File: config.mk
export PLATFORM = sky130hd
export DESIGN_NAME = axi_sram_wslave_flat
export DESIGN_NICKNAME = d
export VERILOG_FILES = /design/src/rtl/axi_pkg.sv /design/src/rtl/axi_sram_wslave_if.sv /design/src/rtl/axi_sram_wslave.sv /design/src/flat_wrapper.sv
export SDC_FILE = /design/constraint.sdc
export NUM_CORES = 1
export LEC_CHECK = 0
export ABC_AREA = 1
export BUFFER_PORTS_ARGS = -buffer_cell sky130_fd_sc_hd__buf_4
export CORE_ASPECT_RATIO = 2
export CORE_MARGIN = 3
export CORE_UTILIZATION = 35
export DETAILED_ROUTE_END_ITERATION = 6
export PLACE_DENSITY = 0.71
export RECOVER_POWER = 100
export SYNTH_ARGS = -nofsm -noshare
export SYNTH_HDL_FRONTEND = slang
export SYNTH_SLANG_ARGS = --single-unit
File: constraint.sdc
create_clock -name clk -period 2.17 [get_ports clk]
set_input_delay 0.434 -clock clk [delete_from_list [all_inputs] [get_ports clk]]
set_output_delay 0.434 -clock clk [all_outputs]
set_load 0.02 [all_outputs]
File: src/rtl/axi_pkg.sv
// Shared AXI write-path widths, response/burst codes and the write-slave state encoding.
package axi_pkg;

  localparam int ID_W   = 4;
  localparam int IDS_W  = 8;
  localparam int ADDR_W = 32;
  localparam int DATA_W = 32;
  localparam int STRB_W = 4;
  localparam int LEN_W  = 4;

  localparam logic [1:0] RESP_OKAY   = 2'b00;
  localparam logic [1:0] RESP_SLVERR = 2'b10;

  localparam logic [1:0] BURST_FIXED = 2'b00;
  localparam logic [1:0] BURST_INCR  = 2'b01;

  typedef enum logic [1:0] {
    IDLE = 2'd0,
    DATA = 2'd1,
    RESP = 2'd2
  } wstate_t;

endpackage

File: src/rtl/axi_sram_wslave_if.sv
// AXI AW/W/B channel bundle between the write-data router (master) and an SRAM write slave.
interface axi_sram_wslave_if
  import axi_pkg::*;
#(
  parameter int IDW = IDS_W
);
  logic [IDW-1:0]    AWID;
  logic [ADDR_W-1:0] AWADDR;
  logic [LEN_W-1:0]  AWLEN;
  logic [2:0]        AWSIZE;
  logic [1:0]        AWBURST;
  logic              AWVALID;
  logic              AWREADY;
  logic [DATA_W-1:0] WDATA;
  logic [STRB_W-1:0] WSTRB;
  logic              WLAST;
  logic              WVALID;
  logic              WREADY;
  logic [IDW-1:0]    BID;
  logic [1:0]        BRESP;
  logic              BVALID;
  logic              BREADY;

  modport master (
    output AWID, AWADDR, AWLEN, AWSIZE, AWBURST, AWVALID,
    input  AWREADY,
    output WDATA, WSTRB, WLAST, WVALID,
    input  WREADY,
    input  BID, BRESP, BVALID,
    output BREADY
  );

  modport slave (
    input  AWID, AWADDR, AWLEN, AWSIZE, AWBURST, AWVALID,
    output AWREADY,
    input  WDATA, WSTRB, WLAST, WVALID,
    output WREADY,
    output BID, BRESP, BVALID,
    input  BREADY
  );

endinterface

File: src/rtl/axi_sram_wslave.sv
// AXI write slave: one burst at a time, each W beat is a same-cycle byte-masked SRAM write.
// W is always ready in DATA (1 beat/cycle); new AW stalls during a burst, its response, or rd_active.
module axi_sram_wslave
  import axi_pkg::*;
#(
  parameter int IDW = IDS_W,
  parameter int SAW = 14
) (
  input  logic              clk,
  input  logic              rst,
  axi_sram_wslave_if.slave  axi,
  input  logic              rd_active,
  output logic              sram_we,
  output logic [SAW-1:0]    sram_addr,
  output logic [DATA_W-1:0] sram_di,
  output logic [DATA_W-1:0] sram_bweb
);

  wstate_t          state, nxt;
  logic [IDW-1:0]   id;
  logic [SAW-1:0]   addr;
  logic [LEN_W-1:0] len, cnt;
  logic             fixed, err;
  logic             aw_hs, w_hs, in_range;
  logic             unused_bits;

  assign aw_hs    = axi.AWVALID & axi.AWREADY;
  assign w_hs     = axi.WVALID & axi.WREADY;
  assign in_range = (cnt <= len);

  assign unused_bits = ^{axi.AWSIZE, axi.AWADDR[ADDR_W-1:SAW+2], axi.AWADDR[1:0]};

  always_ff @(posedge clk or negedge rst) begin
    if (!rst) state <= IDLE;
    else      state <= nxt;
  end

  always_comb begin
    nxt = state;
    case (state)
      IDLE:    if (aw_hs) nxt = DATA;
      DATA:    if (w_hs && axi.WLAST) nxt = RESP;
      RESP:    if (axi.BREADY) nxt = IDLE;
      default: nxt = IDLE;
    endcase
  end

  // AWREADY is gated by rst so it reads 0 for the whole reset interval.
  always_comb begin
    axi.AWREADY = rst && (state == IDLE) && !rd_active;
    axi.WREADY  = (state == DATA);
    axi.BVALID  = (state == RESP);
    axi.BID     = id;
    axi.BRESP   = ((state == RESP) && err) ? RESP_SLVERR : RESP_OKAY;
    sram_we     = w_hs && in_range;
    sram_addr   = addr;
    sram_di     = sram_we ? axi.WDATA : '0;
    sram_bweb   = '1;
    for (int i = 0; i < STRB_W; i++)
      sram_bweb[8*i +: 8] = {8{~(sram_we & axi.WSTRB[i])}};
  end

  // Beats past len are swallowed but flag SLVERR; a short burst also flags it on WLAST.
  always_ff @(posedge clk or negedge rst) begin
    if (!rst) begin
      id    <= '0;
      addr  <= '0;
      len   <= '0;
      cnt   <= '0;
      fixed <= 1'b0;
      err   <= 1'b0;
    end else if (aw_hs) begin
      id    <= axi.AWID;
      addr  <= axi.AWADDR[SAW+1:2];
      len   <= axi.AWLEN;
      fixed <= (axi.AWBURST == BURST_FIXED);
      cnt   <= '0;
      err   <= 1'b0;
    end else if (w_hs) begin
      if (!in_range || (axi.WLAST && (cnt != len))) err <= 1'b1;
      if (cnt != '1) cnt <= cnt + LEN_W'(1);
      if (!fixed) addr <= addr + SAW'(1);
    end
  end

endmodule

File: src/flat_wrapper.sv
// flat-port wrapper written by rule: the top's interface ports become plain ports
module axi_sram_wslave_flat import axi_pkg::*;
#(
  parameter int IDW = IDS_W,
  parameter int SAW = 14
)
  (clk, rst, rd_active, sram_we, sram_addr, sram_di, sram_bweb, axi_AWID, axi_AWADDR, axi_AWLEN, axi_AWSIZE, axi_AWBURST, axi_AWVALID, axi_AWREADY, axi_WDATA, axi_WSTRB, axi_WLAST, axi_WVALID, axi_WREADY, axi_BID, axi_BRESP, axi_BVALID, axi_BREADY);
  axi_sram_wslave_if #(.IDW(IDW)) axi_i ();
  input  logic clk;
  input  logic rst;
  input  logic rd_active;
  output logic sram_we;
  output logic [SAW-1:0] sram_addr;
  output logic [DATA_W-1:0] sram_di;
  output logic [DATA_W-1:0] sram_bweb;
  input wire logic [$bits(axi_i.AWID)-1:0] axi_AWID;
  input wire logic [$bits(axi_i.AWADDR)-1:0] axi_AWADDR;
  input wire logic [$bits(axi_i.AWLEN)-1:0] axi_AWLEN;
  input wire logic [$bits(axi_i.AWSIZE)-1:0] axi_AWSIZE;
  input wire logic [$bits(axi_i.AWBURST)-1:0] axi_AWBURST;
  input wire logic [$bits(axi_i.AWVALID)-1:0] axi_AWVALID;
  output wire logic [$bits(axi_i.AWREADY)-1:0] axi_AWREADY;
  input wire logic [$bits(axi_i.WDATA)-1:0] axi_WDATA;
  input wire logic [$bits(axi_i.WSTRB)-1:0] axi_WSTRB;
  input wire logic [$bits(axi_i.WLAST)-1:0] axi_WLAST;
  input wire logic [$bits(axi_i.WVALID)-1:0] axi_WVALID;
  output wire logic [$bits(axi_i.WREADY)-1:0] axi_WREADY;
  output wire logic [$bits(axi_i.BID)-1:0] axi_BID;
  output wire logic [$bits(axi_i.BRESP)-1:0] axi_BRESP;
  output wire logic [$bits(axi_i.BVALID)-1:0] axi_BVALID;
  input wire logic [$bits(axi_i.BREADY)-1:0] axi_BREADY;
  assign axi_i.AWID = axi_AWID;
  assign axi_i.AWADDR = axi_AWADDR;
  assign axi_i.AWLEN = axi_AWLEN;
  assign axi_i.AWSIZE = axi_AWSIZE;
  assign axi_i.AWBURST = axi_AWBURST;
  assign axi_i.AWVALID = axi_AWVALID;
  assign axi_AWREADY = axi_i.AWREADY;
  assign axi_i.WDATA = axi_WDATA;
  assign axi_i.WSTRB = axi_WSTRB;
  assign axi_i.WLAST = axi_WLAST;
  assign axi_i.WVALID = axi_WVALID;
  assign axi_WREADY = axi_i.WREADY;
  assign axi_BID = axi_i.BID;
  assign axi_BRESP = axi_i.BRESP;
  assign axi_BVALID = axi_i.BVALID;
  assign axi_i.BREADY = axi_BREADY;
  axi_sram_wslave #(.IDW(IDW), .SAW(SAW)) u_core (.clk(clk), .rst(rst), .axi(axi_i), .rd_active(rd_active), .sram_we(sram_we), .sram_addr(sram_addr), .sram_di(sram_di), .sram_bweb(sram_bweb));
endmodule
# Word-level counts from Yosys, hierarchy flattened
# Index checks and enable logic that the tools add are counted.
word_totals:
  reg_bits: 34
  input_bits: 92
  out_inout_bits: 92
  wordCells: 61
op_classes:
  n_addsub: 2
  n_lt_le_gt_ge: 1
  eq_ne: 8
  n_mux: 15
  n_bitwise: 10
  n_reduce_logical: 18
op_table:
  columns: ["op", "n"]
  rows:
  - ["$mux W14", 3]
  - ["$mux W32", 1]
  - ["$add A14 B1 Y14 const B", 1]
  - ["$mux W4", 3]
  - ["$mux W2", 4]
  - ["$and A1 B1 Y1", 6]
  - ["$logic_and A1 B1 Y1", 6]
  - ["$pmux W2 S3", 1]
  - ["$reduce_and A2 Y1", 3]
  - ["$reduce_bool A2 Y1", 3]
  - ["$add A4 B1 Y4 const B", 1]
  - ["$le A4 B4 Y1", 1]
  - ["$logic_not A2 Y1", 2]
  - ["$ne A2 B1 Y1 const B", 2]
  - ["$ne A2 B2 Y1 const B", 2]
  - ["$ne A4 B4 Y1", 1]
  - ["$ne A4 B4 Y1 const B", 1]
  - ["$not A1 Y1", 4]
  - ["$mux W1", 3]
  - ["$reduce_and A3 Y1", 1]
  - ["$eq A2 B1 Y1 const B", 1]
  - ["$eq A2 B2 Y1 const B", 1]
  - ["$logic_not A1 Y1", 2]
  - ["$logic_or A1 B1 Y1", 1]

# Longest topological paths before layout
# Gate-level depths: netlist of the first run.
logic_depth:
  ltp_word: 6
  depth_mapped: 10
  mapped_depth_nobuf: 9

# Least setup slack after synthesis of the first run
# OpenSTA, ideal clock, no wires.
synth_path:
  kind: "register -> output"
  startpoint: "reg u_core.cnt[1]"
  endpoint: "out sram_bweb[10]"
  t_arrival_ns: 1.819
  required_ns: 1.736
  setup_slack_ns: -0.083
  path_stages_with_launch: 9
  path_buffers: 1
  path_cell_list: "dfrtp_1 -> ha_1 -> inv_1 -> nor2_1 -> o21bai_1 -> nand2_1 -> a21oi_4 -> nand2_1 -> buf_4"
synth_between:
  elab_chain_cells: 4
synth_lines:
  columns: ["item", "line_no", "text"]
  rows:
  - ["start, declared", "axi_sram_wslave.sv:22", "logic [LEN_W-1:0] len, cnt;"]
  - ["start signal, assigned", "axi_sram_wslave.sv:81", "if (cnt != '1) cnt <= cnt + LEN_W'(1);"]
  - ["$le A4 B4 Y1", "axi_sram_wslave.sv:29", "assign in_range = (cnt <= len);"]
  - ["$logic_and A1 B1 Y1", "axi_sram_wslave.sv:55", "sram_we = w_hs && in_range;"]
  - ["net sram_we", "flat_wrapper.sv:12", "output logic sram_we;"]
  - ["$and A1 B1 Y1", "axi_sram_wslave.sv:60", "sram_bweb[8*i +: 8] = {8{~(sram_we & axi.WSTRB[i])}};"]
  - ["$not A1 Y1", "axi_sram_wslave.sv:60", null]
  - ["end, declared", "flat_wrapper.sv:15", "output logic [DATA_W-1:0] sram_bweb;"]
# The timed path passes the listed nets, and every way through them passes these cells.

# Final worst setup path of the first run
layout_path:
  startpoint: "reg u_core.cnt[3]"
  endpoint: "out sram_di[18]"
layout_between:
  elab_chain_cells: 3
layout_lines:
  columns: ["item", "line_no", "text"]
  rows:
  - ["$le A4 B4 Y1", "axi_sram_wslave.sv:29", null]
  - ["$logic_and A1 B1 Y1", "axi_sram_wslave.sv:55", null]
  - ["$mux W32", "axi_sram_wslave.sv:57", "sram_di = sram_we ? axi.WDATA : '0;"]
  - ["end, declared", "flat_wrapper.sv:14", "output logic [DATA_W-1:0] sram_di;"]
# Every way passes these cells.

==> results.py, run 1 <==
metrics = {
    "power": {
        "ir_drop_mv": 0.597,
        "total_power_uw": 4250,
        "power.leakage_uw": 0.00221,
        "p_per_area_nw_per_um2": 998,
    },
    "synth": {
        "yosysUniqueCellTypes": 32,
        "async_flop_share_pct": 100,
        "synth_top_area_cell": "dfrtp_1",
        "synth_flop_cell": "dfrtp_1",
        "synth_top_area_share_pct": 34.2,
        "synth.area.top_cells": "dfrtp_1 (34%), nand2_1 (14%), inv_1 (10%)",
        "netlist_area_um2": 2490,
        "ys_seq_elements": 34,
        "synth_common_cells": "nand2_1 (93), inv_1 (68), nor2_1 (45)",
        "syn_area_per_cell_um2": 6.72,
        "synth_cells": 370,
        "yosysMostFrequentCell": "nand2_1",
        "synth-seq-area-share_pct": 34.2,
        "synth-edff-count": 0,
        "synth_nets": 468,
        "yosys_warnings": 0,
    },
    "global_routing": {
        "track_usage_pct": 21.4,
        "grt_pass1_vias": 2794,
        "grt_pass1_wl_um": 13600,
        "antenna_found_initial": 0,
        "gr-total-overflow": 0,
        "grt_start_max_net_pins": 35,
    },
    "sta": {
        "grt_setup_unrepaired": "yes",
        "max_slew_margin_pct": 38.4,
        "fmax_mhz": 405,
        "fin_crit_ns": 2.47,
        "hold_viol": 0,
        "report.final.slew_viol_count": 0,
        "period_share_pct": 114,
        "finalSetupViolCount": 65,
        "hold_slack_ns": 0.340,
        "skew_ns": 0.00437,
        "tightest_slew_ns": 0.924,
        "fin_ws_ns": -0.300,
    },
    "setup_path": {
        "cpPeakStageDelay_ns": 0.41,
        "crit_end": "sram_di[18]",
        "crit_buf_inv": 3,
        "cp_data_arrival_time_ns": 2.04,
        "crit_family": "buffers and inverters",
        "rr_startpoint": "u_core.state[0]",
        "reg2regPathDepth": 7,
        "crit_path_start": "u_core.cnt[3]",
        "startpoint_type": "flip-flop",
        "crit_cells": 9,
        "path_max_fanout": 6,
        "worstSetupPathType": "flip-flop to output pin",
        "path_cells": "ha_4 > nand2_4 > o21bai_4 > nand2_2 > a21oi_4 > clkinv_4 > buf_8 > nor2_2 > buf_6",
        "r2r_slack_ns": 0.11,
        "crit_required_ns": 1.74,
        "crit_path_end_kind": "output pin",
        "timing.rr.end": "u_core.sram_addr[1]",
        "slowest_stage": "dfrtp_1",
    },
    "clock_network": {
        "clock_latency_ns": 0.28,
        "cts_buffer_depth": 2,
        "clk_pin_slew_worst_paths_ns": 0.06,
        "cts_tree": "yes",
        "cts-hold-fix-buffers": 0,
        "cts_inserted_buffers": 5,
        "htreeDepth": 2,
        "cts_root_buf": "clkbuf_16",
        "numClockSinks": 34,
    },
    "job": {
        "maxCapViolCount": 0,
    },
    "drt": {
        "drt-met1-wl_um": 3050,
        "drcViolationCount": 0,
        "routed_wl_um": 9280,
        "drtIter0Drc": 132,
        "met2_length_um": 5270,
        "ant_nets": 0,
        "via_count": 2846,
        "routed_via_density": 4.66,
        "first_pass_iters": 4,
        "dr_wl_met3_um": 600,
        "detail_route.wl_per_cell_um": 15.2,
        "top_layer": "met4",
    },
    "place": {
        "pre_cts_ws_ns": -0.0753,
        "place_hpwl_um": 6690,
        "numPortBuffers": 161,
        "gp_congestion": 0.861,
        "placed_cell_area_um2": 3690,
    },
    "floorplanning": {
        "core_um2": 6780,
        "placementRows": 42,
        "pin_count": 184,
        "die_area_um2": 8210,
        "fp.dieH_um": 125,
        "dieWidth_um": 65.6,
        "start_util_pct": 36.7,
    },
    "cells_and_area": {
        "antenna_cells": 0,
        "nets": 620,
        "syn_to_final_growth_pct": 71.5,
        "fin_area_um2": 4260,
        "drive_gt1_share_pct": 42.3,
    },
    "min_path": {
        "hold_class": "primary input to flip-flop",
    },
    "status": {
        "status": "complete, but fails checks",
        "violations": "negative setup slack",
    },
}
power breakdown:
part / internal [uW] / switching (uW) / total [uW]
logic: 965 / 1350 / 2320
registers: 865 / 241 / 1110
clock network: 541 / 288 / 829
logic make-up after synthesis:
family / synth area share [%]
buffers and inverters: 22.5
AOI/OAI and AO/OA: 9.16
adders and majority gates: 3.02
DFF: 34.2
other: 0.151
xor gates and xnor gates: 0.352
and+or+nand+nor: 30.6
through the flow:
stage                     cells  util (%)  TNS (ns)
after CTS                   609      62.6    -17.57
after global routing        611      62.9    -21.61
after floorplan             370         -     -3.86
after global placement      596      54.5    -0.686
final                       611      62.9    -15.51
after detailed placement    596      54.5     -1.65
layout by cell type (no fill, tap or decap), types with 2 or more instances in the layout:
cell / n
a21oi_1: 6
a21oi_4: 2
buf_12: 2
buf_4: 108
buf_6: 39
clkbuf_1: 31
clkbuf_16: 6
clkinvlp_4: 2
dfrtp_1: 34
ha_1: 2
ha_4: 4
inv_1: 63
inv_2: 7
nand2_1: 87
nand2_2: 7
nand3_1: 19
nand4_1: 4
nor2_1: 21
nor2_2: 6
nor2_4: 29
nor3_1: 2
o211ai_1: 3
o21ai_0: 18
o21bai_1: 2
how the worst min path moves through the flow:
stage	from	end	depth (start not counted)
2_1_floorplan	rst	u_core.axi.BID[0]	0
3_3_place_gp	u_core.axi.BID[4]	u_core.axi.BID[4]	2
3_5_place_dp	u_core.axi.BID[6]	u_core.axi.BID[6]	2
4_1_cts	rst	u_core.sram_addr[6]	2
5_1_grt	axi_AWID[0]	u_core.axi.BID[0]	3
6_report	axi_AWBURST[1]	u_core.fixed	2
what timing repair did:
item / CTS / global route
buffers inserted: 4 / 2
setup endpoints to repair: 65 / 65
gates cloned: 2 / 1
gates resized for setup: 85 / 27
pin swaps: 5 / 8
sequential cells by signal, summed over array words and instances (netlist names):
signal / flops
u_core.sram_addr: 14
u_core.axi.BID: 8
u_core.cnt: 4
u_core.len: 4
u_core.state: 2
u_core.err: 1
u_core.fixed: 1
area by class of cell:
cell class                 instances  area [um^2]
tap                               88          110
fill                             610         2510
sequential                        34          851
clock inverter                     3         45.0
clock buffer                       5          125
multi-input combinational        226         1380
timing repair buffer             184         1480
inverter                          71          272
per-layer routing:
| layer | vias to the layer above | global-route usage (%) |
|---|---|---|
| li1 | 1397 | - |
| met1 | 1301 | 20.0 |
| met2 | 125 | 41.8 |
| met3 | 23 | 4.49 |
| met4 | 0 | 9.54 |
| met5 | - | 0 |
(Power assumes the default switching activity.)
==> run 2, diff against run 1 <==
--- a/config.mk
+++ b/config.mk
@@ -10,6 +10,7 @@
 export CORE_ASPECT_RATIO = 2
 export CORE_MARGIN = 3
 export CORE_UTILIZATION = 35
+export CTS_BUF_LIST = sky130_fd_sc_hd__clkbuf_4
 export DETAILED_ROUTE_END_ITERATION = 6
 export PLACE_DENSITY = 0.71
 export RECOVER_POWER = 100
==> run 2 against run 1 <==
Compared with the run above: the flow still finishes with violations (negative setup slack); die area did not move; power down 8.4%; combinational power hardly changed; critical path type unchanged.
==> results.py, run 2 (synthesis gave the netlist of run 1 again) <==
metrics = {
    "clock_network": {
        "clock_latency_ns": 0.34,
        "cts-hold-fix-buffers": 0,
        "cts_root_buf": "clkbuf_4",
        "cts_buffer_depth": 2,
        "cts_inserted_buffers": 5,
        "numClockSinks": 34,
        "cts_tree": "yes",
        "htreeDepth": 2,
        "clk_pin_slew_worst_paths_ns": 0.12,
    },
    "setup_path": {
        "crit_buf_inv": 5,
        "cpPeakStageDelay_ns": 0.43,
        "cp_data_arrival_time_ns": 2.12,
        "crit_path_end_kind": "output pin",
        "startpoint_type": "flip-flop",
        "crit_family": "buffers and inverters",
        "crit_required_ns": 1.74,
        "crit_top_cell": "buf_6",
        "path_cells": "ha_4 > inv_2 > nor2_2 > o21bai_4 > nand2_2 > a21oi_4 > buf_4 > buf_6 > buf_6 > nand2_8 > buf_6",
        "worstSetupPathType": "flip-flop to output pin",
        "slowest_stage": "dfrtp_1",
        "path_max_fanout": 8,
    },
    "cells_and_area": {
        "antenna_cells": 0,
        "syn_to_final_growth_pct": 70.7,
        "largest_register_ffs": 14,
        "final_cell_mix": "buf_4 (94), nand2_1 (87), inv_1 (64)",
        "layout_commonest_cell": "buf_4",
        "fill_cells": 609,
        "nets": 620,
        "drive_gt1_share_pct": 41.7,
    },
    "sta": {
        "hold_viol": 0,
        "fin_ws_ns": -0.387,
        "max_slew_margin_pct": 39.1,
        "tightest_slew_ns": 0.914,
        "fmax_mhz": 391,
        "report.final.slew_viol_count": 0,
        "fin_crit_ns": 2.56,
        "skew_ns": 0.00517,
        "period_share_pct": 118,
        "finalSetupViolCount": 65,
        "grt_setup_unrepaired": "yes",
    },
    "place": {
        "place_hpwl_um": 6690,
        "numPortBuffers": 161,
        "pre_cts_ws_ns": -0.0753,
        "gp_congestion": 0.861,
    },
    "drt": {
        "via_count": 2837,
        "drcViolationCount": 0,
        "routed_wl_um": 9370,
        "drtIter0Drc": 136,
        "ant_nets": 0,
        "routed_via_density": 4.64,
        "detail_route.wl_per_cell_um": 15.3,
        "first_pass_iters": 4,
    },
    "status": {
        "violations": "negative setup slack",
        "status": "complete, but fails checks",
    },
    "floorplanning": {
        "start_util_pct": 36.7,
        "fp.dieH_um": 125,
        "placementRows": 42,
        "dieWidth_um": 65.6,
        "core_um2": 6780,
        "pin_count": 184,
        "die_area_um2": 8210,
    },
    "global_routing": {
        "gr-total-overflow": 0,
        "antenna_found_initial": 0,
        "track_usage_pct": 21.4,
        "grt_start_max_net_pins": 35,
        "grt_pass1_wl_um": 13800,
        "grt_pass1_vias": 2794,
    },
    "power": {
        "p_seq_share_pct": 28.0,
        "ir_drop_mv": 0.603,
        "p_sw_uw": 1840,
        "cellInternalPower_uw": 2060,
        "clkPwrFrac_pct": 12.5,
        "share_comb_of_total_power_pct": 59.5,
        "power.leakage_uw": 0.00220,
        "p_per_area_nw_per_um2": 919,
        "total_power_uw": 3900,
        "swShare_pct": 47.2,
    },
    "min_path": {
        "hold_class": "primary input to flip-flop",
    },
    "job": {
        "maxCapViolCount": 0,
    },
}
-- run 2: layer usage --
| layer | wire length (um) | track usage, % | up-vias |
|---|---|---|---|
| met3 | 670 | 4.76 | 16 |
| met5 | 0 | 0 | - |
| met1 | 3010 | 20.5 | 1308 |
| met2 | 5470 | 41.8 | 119 |
| met4 | 214 | 8.19 | 0 |
| li1 | - | - | 1394 |
-- run 2: final timing paths --
check / from / endpoint / slack [ns] / cells after the start
worst max-delay path: u_core.cnt[1] / sram_bweb[13] / -0.39 / 11
worst min-delay path: axi_AWBURST[1] / u_core.fixed / 0.27 / 2
worst max register to register: u_core.state[0] / u_core.sram_addr[0] / 0.10 / 8
worst min register to register: u_core.axi.BID[6] / u_core.axi.BID[6] / 0.49 / 2
max in group asynchronous: rst / u_core.cnt[0] / 1.26 / 2
min in group asynchronous: rst / u_core.sram_addr[6] / 0.36 / 2
-- run 2: timing repair --
action | CTS | global route
setup endpoints to repair | 65 | 65
cloned | 2 | 1
setup buffers | 4 | 2
resized for setup | 105 | 22
pin swaps | 7 | 9
hold endpoints to repair | 0 | 0
-- run 2: area by class of cell --
type / instances / area, um^2 / area share [%]
Multi-Input combinational cell: 226 / 1400 / 33.0
Timing Repair Buffer: 184 / 1530 / 36.0
Tap cell: 88 / 110 / 2.59
Inverter: 71 / 272 / 6.40
Clock inverter: 3 / 45.0 / 1.06
Sequential cell: 34 / 851 / 20.0
Clock buffer: 5 / 37.5 / 0.884
-- run 2: power groups by stage --
stage | sequential [uW] | combinational, uW | clock [uW]
6_report | 1090 | 2320 | 487
5_1_grt | 1130 | 2520 | 533
4_1_cts | 1090 | 2320 | 502
3_5_place_dp | 1090 | 2000 | 0
3_3_place_gp | 1090 | 1960 | 0
2_1_floorplan | 1250 | 1040 | 0
-- run 2: stage by stage --
step	area (um^2)	std cells	hold WS (ns)	utilization, %	TNS, ns
3_5_place_dp	3690	596	0.466	54.5	-1.65
3_3_place_gp	3690	596	0.465	54.5	-0.686
2_1_floorplan	2540	370	0.138	-	-3.86
5_1_grt	4240	611	0.260	62.6	-28.20
6_report	4240	611	0.270	62.6	-20.84
4_1_cts	4250	609	0.145	62.7	-20.22
-- run 2: worst register-to-register path: cells and delay by family (launching register included) --
kind,cells,cell delay (ns)
DFF,1,0.37
AOI/OAI and AO/OA,1,0.08
and+or+nand+nor,4,0.63
buffers and inverters,3,0.92
==> run 3, diff against run 2 <==
--- a/config.mk
+++ b/config.mk
@@ -14,6 +14,7 @@
 export DETAILED_ROUTE_END_ITERATION = 6
 export PLACE_DENSITY = 0.71
 export RECOVER_POWER = 100
+export REMOVE_ABC_BUFFERS = 1
 export SYNTH_ARGS = -nofsm -noshare
 export SYNTH_HDL_FRONTEND = slang
 export SYNTH_SLANG_ARGS = --single-unit
==> constraint.sdc (replaced) <==
create_clock -name clk -period 2.17 [get_ports clk]
set_input_delay 0.434 -clock clk [delete_from_list [all_inputs] [get_ports clk]]
set_output_delay 0.434 -clock clk [all_outputs]
set_load 0.005 [all_outputs]
==> run 3 against run 2 <==
Compared with the run above: the run still ends with negative setup slack left; combinational power down 16%; power down 13%; setup slack better by 0.15 ns; sequential power about the same; wire length down 8.8%; global-route usage down 1.2 points; sequential cell count unchanged; fmax up 6.2%; clock power down 29%; highest routed layer unchanged.
==> results.py, run 3 (synthesis gave the netlist of run 1 again) <==
metrics = {
    "power": {
        "swShare_pct": 41.6,
        "share_comb_of_total_power_pct": 57.5,
        "p_per_area_nw_per_um2": 857,
        "power.leakage_uw": 0.00220,
        "p_seq_share_pct": 32.3,
        "cellInternalPower_uw": 1990,
        "ir_drop_mv": 0.449,
        "clkPwrFrac_pct": 10.2,
        "p_sw_uw": 1420,
    },
    "drt": {
        "detail_route.wl_per_cell_um": 14.0,
        "via_count": 2821,
        "drcViolationCount": 0,
        "drtIter0Drc": 103,
        "routed_via_density": 4.64,
        "first_pass_iters": 4,
        "ant_nets": 0,
        "routed_wl_um": 8540,
    },
    "floorplanning": {
        "core_um2": 6780,
        "start_util_pct": 36.7,
        "placementRows": 42,
        "fp.dieH_um": 125,
        "pin_count": 184,
        "dieWidth_um": 65.6,
        "die_area_um2": 8210,
    },
    "place": {
        "numPortBuffers": 161,
        "dp.cells": 591,
        "gp_congestion": 0.821,
        "place_hpwl_um": 6610,
    },
    "sta": {
        "hold_viol": 0,
        "finalSetupViolCount": 65,
        "hold_slack_ns": 0.262,
        "period_share_pct": 111,
        "skew_ns": 0.00910,
        "report.final.slew_viol_count": 0,
        "fin_ws_ns": -0.238,
        "tightest_slew_ns": 0.908,
        "grt_setup_unrepaired": "yes",
        "max_slew_margin_pct": 39.5,
        "fin_crit_ns": 2.41,
        "fmax_mhz": 415,
    },
    "global_routing": {
        "grt_pass1_wl_um": 12900,
        "antenna_found_initial": 0,
        "grt_start_max_net_pins": 35,
        "gr-total-overflow": 0,
        "track_usage_pct": 20.1,
        "grt_pass1_vias": 2666,
    },
    "clock_network": {
        "cts_tree": "yes",
        "cts_inserted_buffers": 5,
        "cts_buffer_depth": 2,
        "clock_latency_ns": 0.33,
        "clk_pin_slew_worst_paths_ns": 0.11,
        "numClockSinks": 34,
        "htreeDepth": 2,
        "cts_root_buf": "clkbuf_4",
        "cts-hold-fix-buffers": 0,
    },
    "setup_path": {
        "startpoint_type": "flip-flop",
        "crit_path_end_kind": "output pin",
        "cp_data_arrival_time_ns": 1.97,
        "path_max_fanout": 8,
        "worstSetupPathType": "flip-flop to output pin",
        "crit_required_ns": 1.74,
    },
    "cells_and_area": {
        "syn_to_final_growth_pct": 60.0,
        "layout.cells.non_filler": 608,
        "antenna_cells": 0,
        "final_cell_mix": "buf_4 (124), nand2_1 (87), inv_1 (62)",
        "drive_gt1_share_pct": 43.7,
        "layout_commonest_cell": "buf_4",
        "nets": 617,
        "largest_register_ffs": 14,
    },
    "job": {
        "maxCapViolCount": 0,
    },
    "status": {
        "status": "complete, but fails checks",
        "violations": "negative setup slack",
    },
    "min_path": {
        "hold_class": "primary input to flip-flop",
    },
}
-- run 3: cell types whose count changed in the layout (fill, tap and decap cells not counted), moves of 2 or more --
cell        change
buf_6          -32
clkbuf_4       +20
inv_1           -2
buf_4          +30
nor2_4         -26
clkbuf_1       -19
nor2_2         +17
clkinvlp_4      -2
nor2_1          +9
-- run 3: per-layer routing --
metal / wire length, um / vias up / global-route usage, %
met5: 0 / - / 0
met4: 236 / 0 / 8.44
met3: 627 / 21 / 4.85
met2: 4920 / 128 / 39.6
met1: 2760 / 1281 / 18.5
li1: - / 1391 / -
-- run 3: power groups by stage --
stage | logic, uW | registers, uW | clock network [uW]
final | 1960 | 1100 | 348
after global routing | 2180 | 1140 | 401
after detailed placement | 1570 | 1100 | 0
after floorplan | 743 | 1070 | 0
after global placement | 1530 | 1090 | 0
after CTS | 1670 | 1090 | 368
-- run 3: path summary, 6_finish.rpt --
check	from	to	cells past startpoint	slack (ns)
setup / recovery	u_core.len[3]	sram_bweb[4]	10	-0.24
hold / removal	axi_AWBURST[0]	u_core.fixed	2	0.26
setup reg to reg	u_core.state[0]	u_core.sram_addr[1]	7	0.01
hold reg to reg	u_core.axi.BID[5]	u_core.axi.BID[5]	2	0.49
max in group asynchronous	rst	u_core.sram_addr[13]	2	1.17
min in group asynchronous	rst	u_core.sram_addr[8]	2	0.43
-- run 3: final cells by class --
cell class,count,area [um^2]
tap,88,110
sequential,34,851
inverter,71,277
clock inverter,2,8.76
timing repair buffer,180,1410
timing repair inverter,1,8.76
clock buffer,6,45.0
multi-input combinational,226,1270
fill,638,2800
-- run 3: critical path, cell delays in order, from the launching register on --
cell	delay, ns
dfrtp_1	0.39
inv_2	0.08
ha_4	0.22
nand2_4	0.08
o21bai_4	0.12
nand2_2	0.08
a21oi_4	0.14
buf_12	0.15
buf_12	0.15
nand2_8	0.08
buf_4	0.14
-- run 3: metrics by stage --
stage,utilization (%),total power [uW],setup slack (ns),setup TNS [ns],cell area [um^2]
after floorplan,-,1820,-0.0236,-0.0236,2190
after global placement,53.2,2620,-0.0586,-1.27,3610
after detailed placement,53.2,2670,-0.112,-3.46,3610
after CTS,56.0,3130,-0.370,-21.40,3800
after global routing,58.7,3720,-0.326,-19.74,3980
final,58.7,3410,-0.238,-12.58,3980
-- run 3: repair_timing --
item                                    in CTS  in global routing
hold endpoints to repair                     0                  0
setup buffers                                3                  5
gates cloned                                 1                  0
pin swaps                                    4                 10
endpoints found under the setup margin      65                 65
gates resized for setup                     29                 44
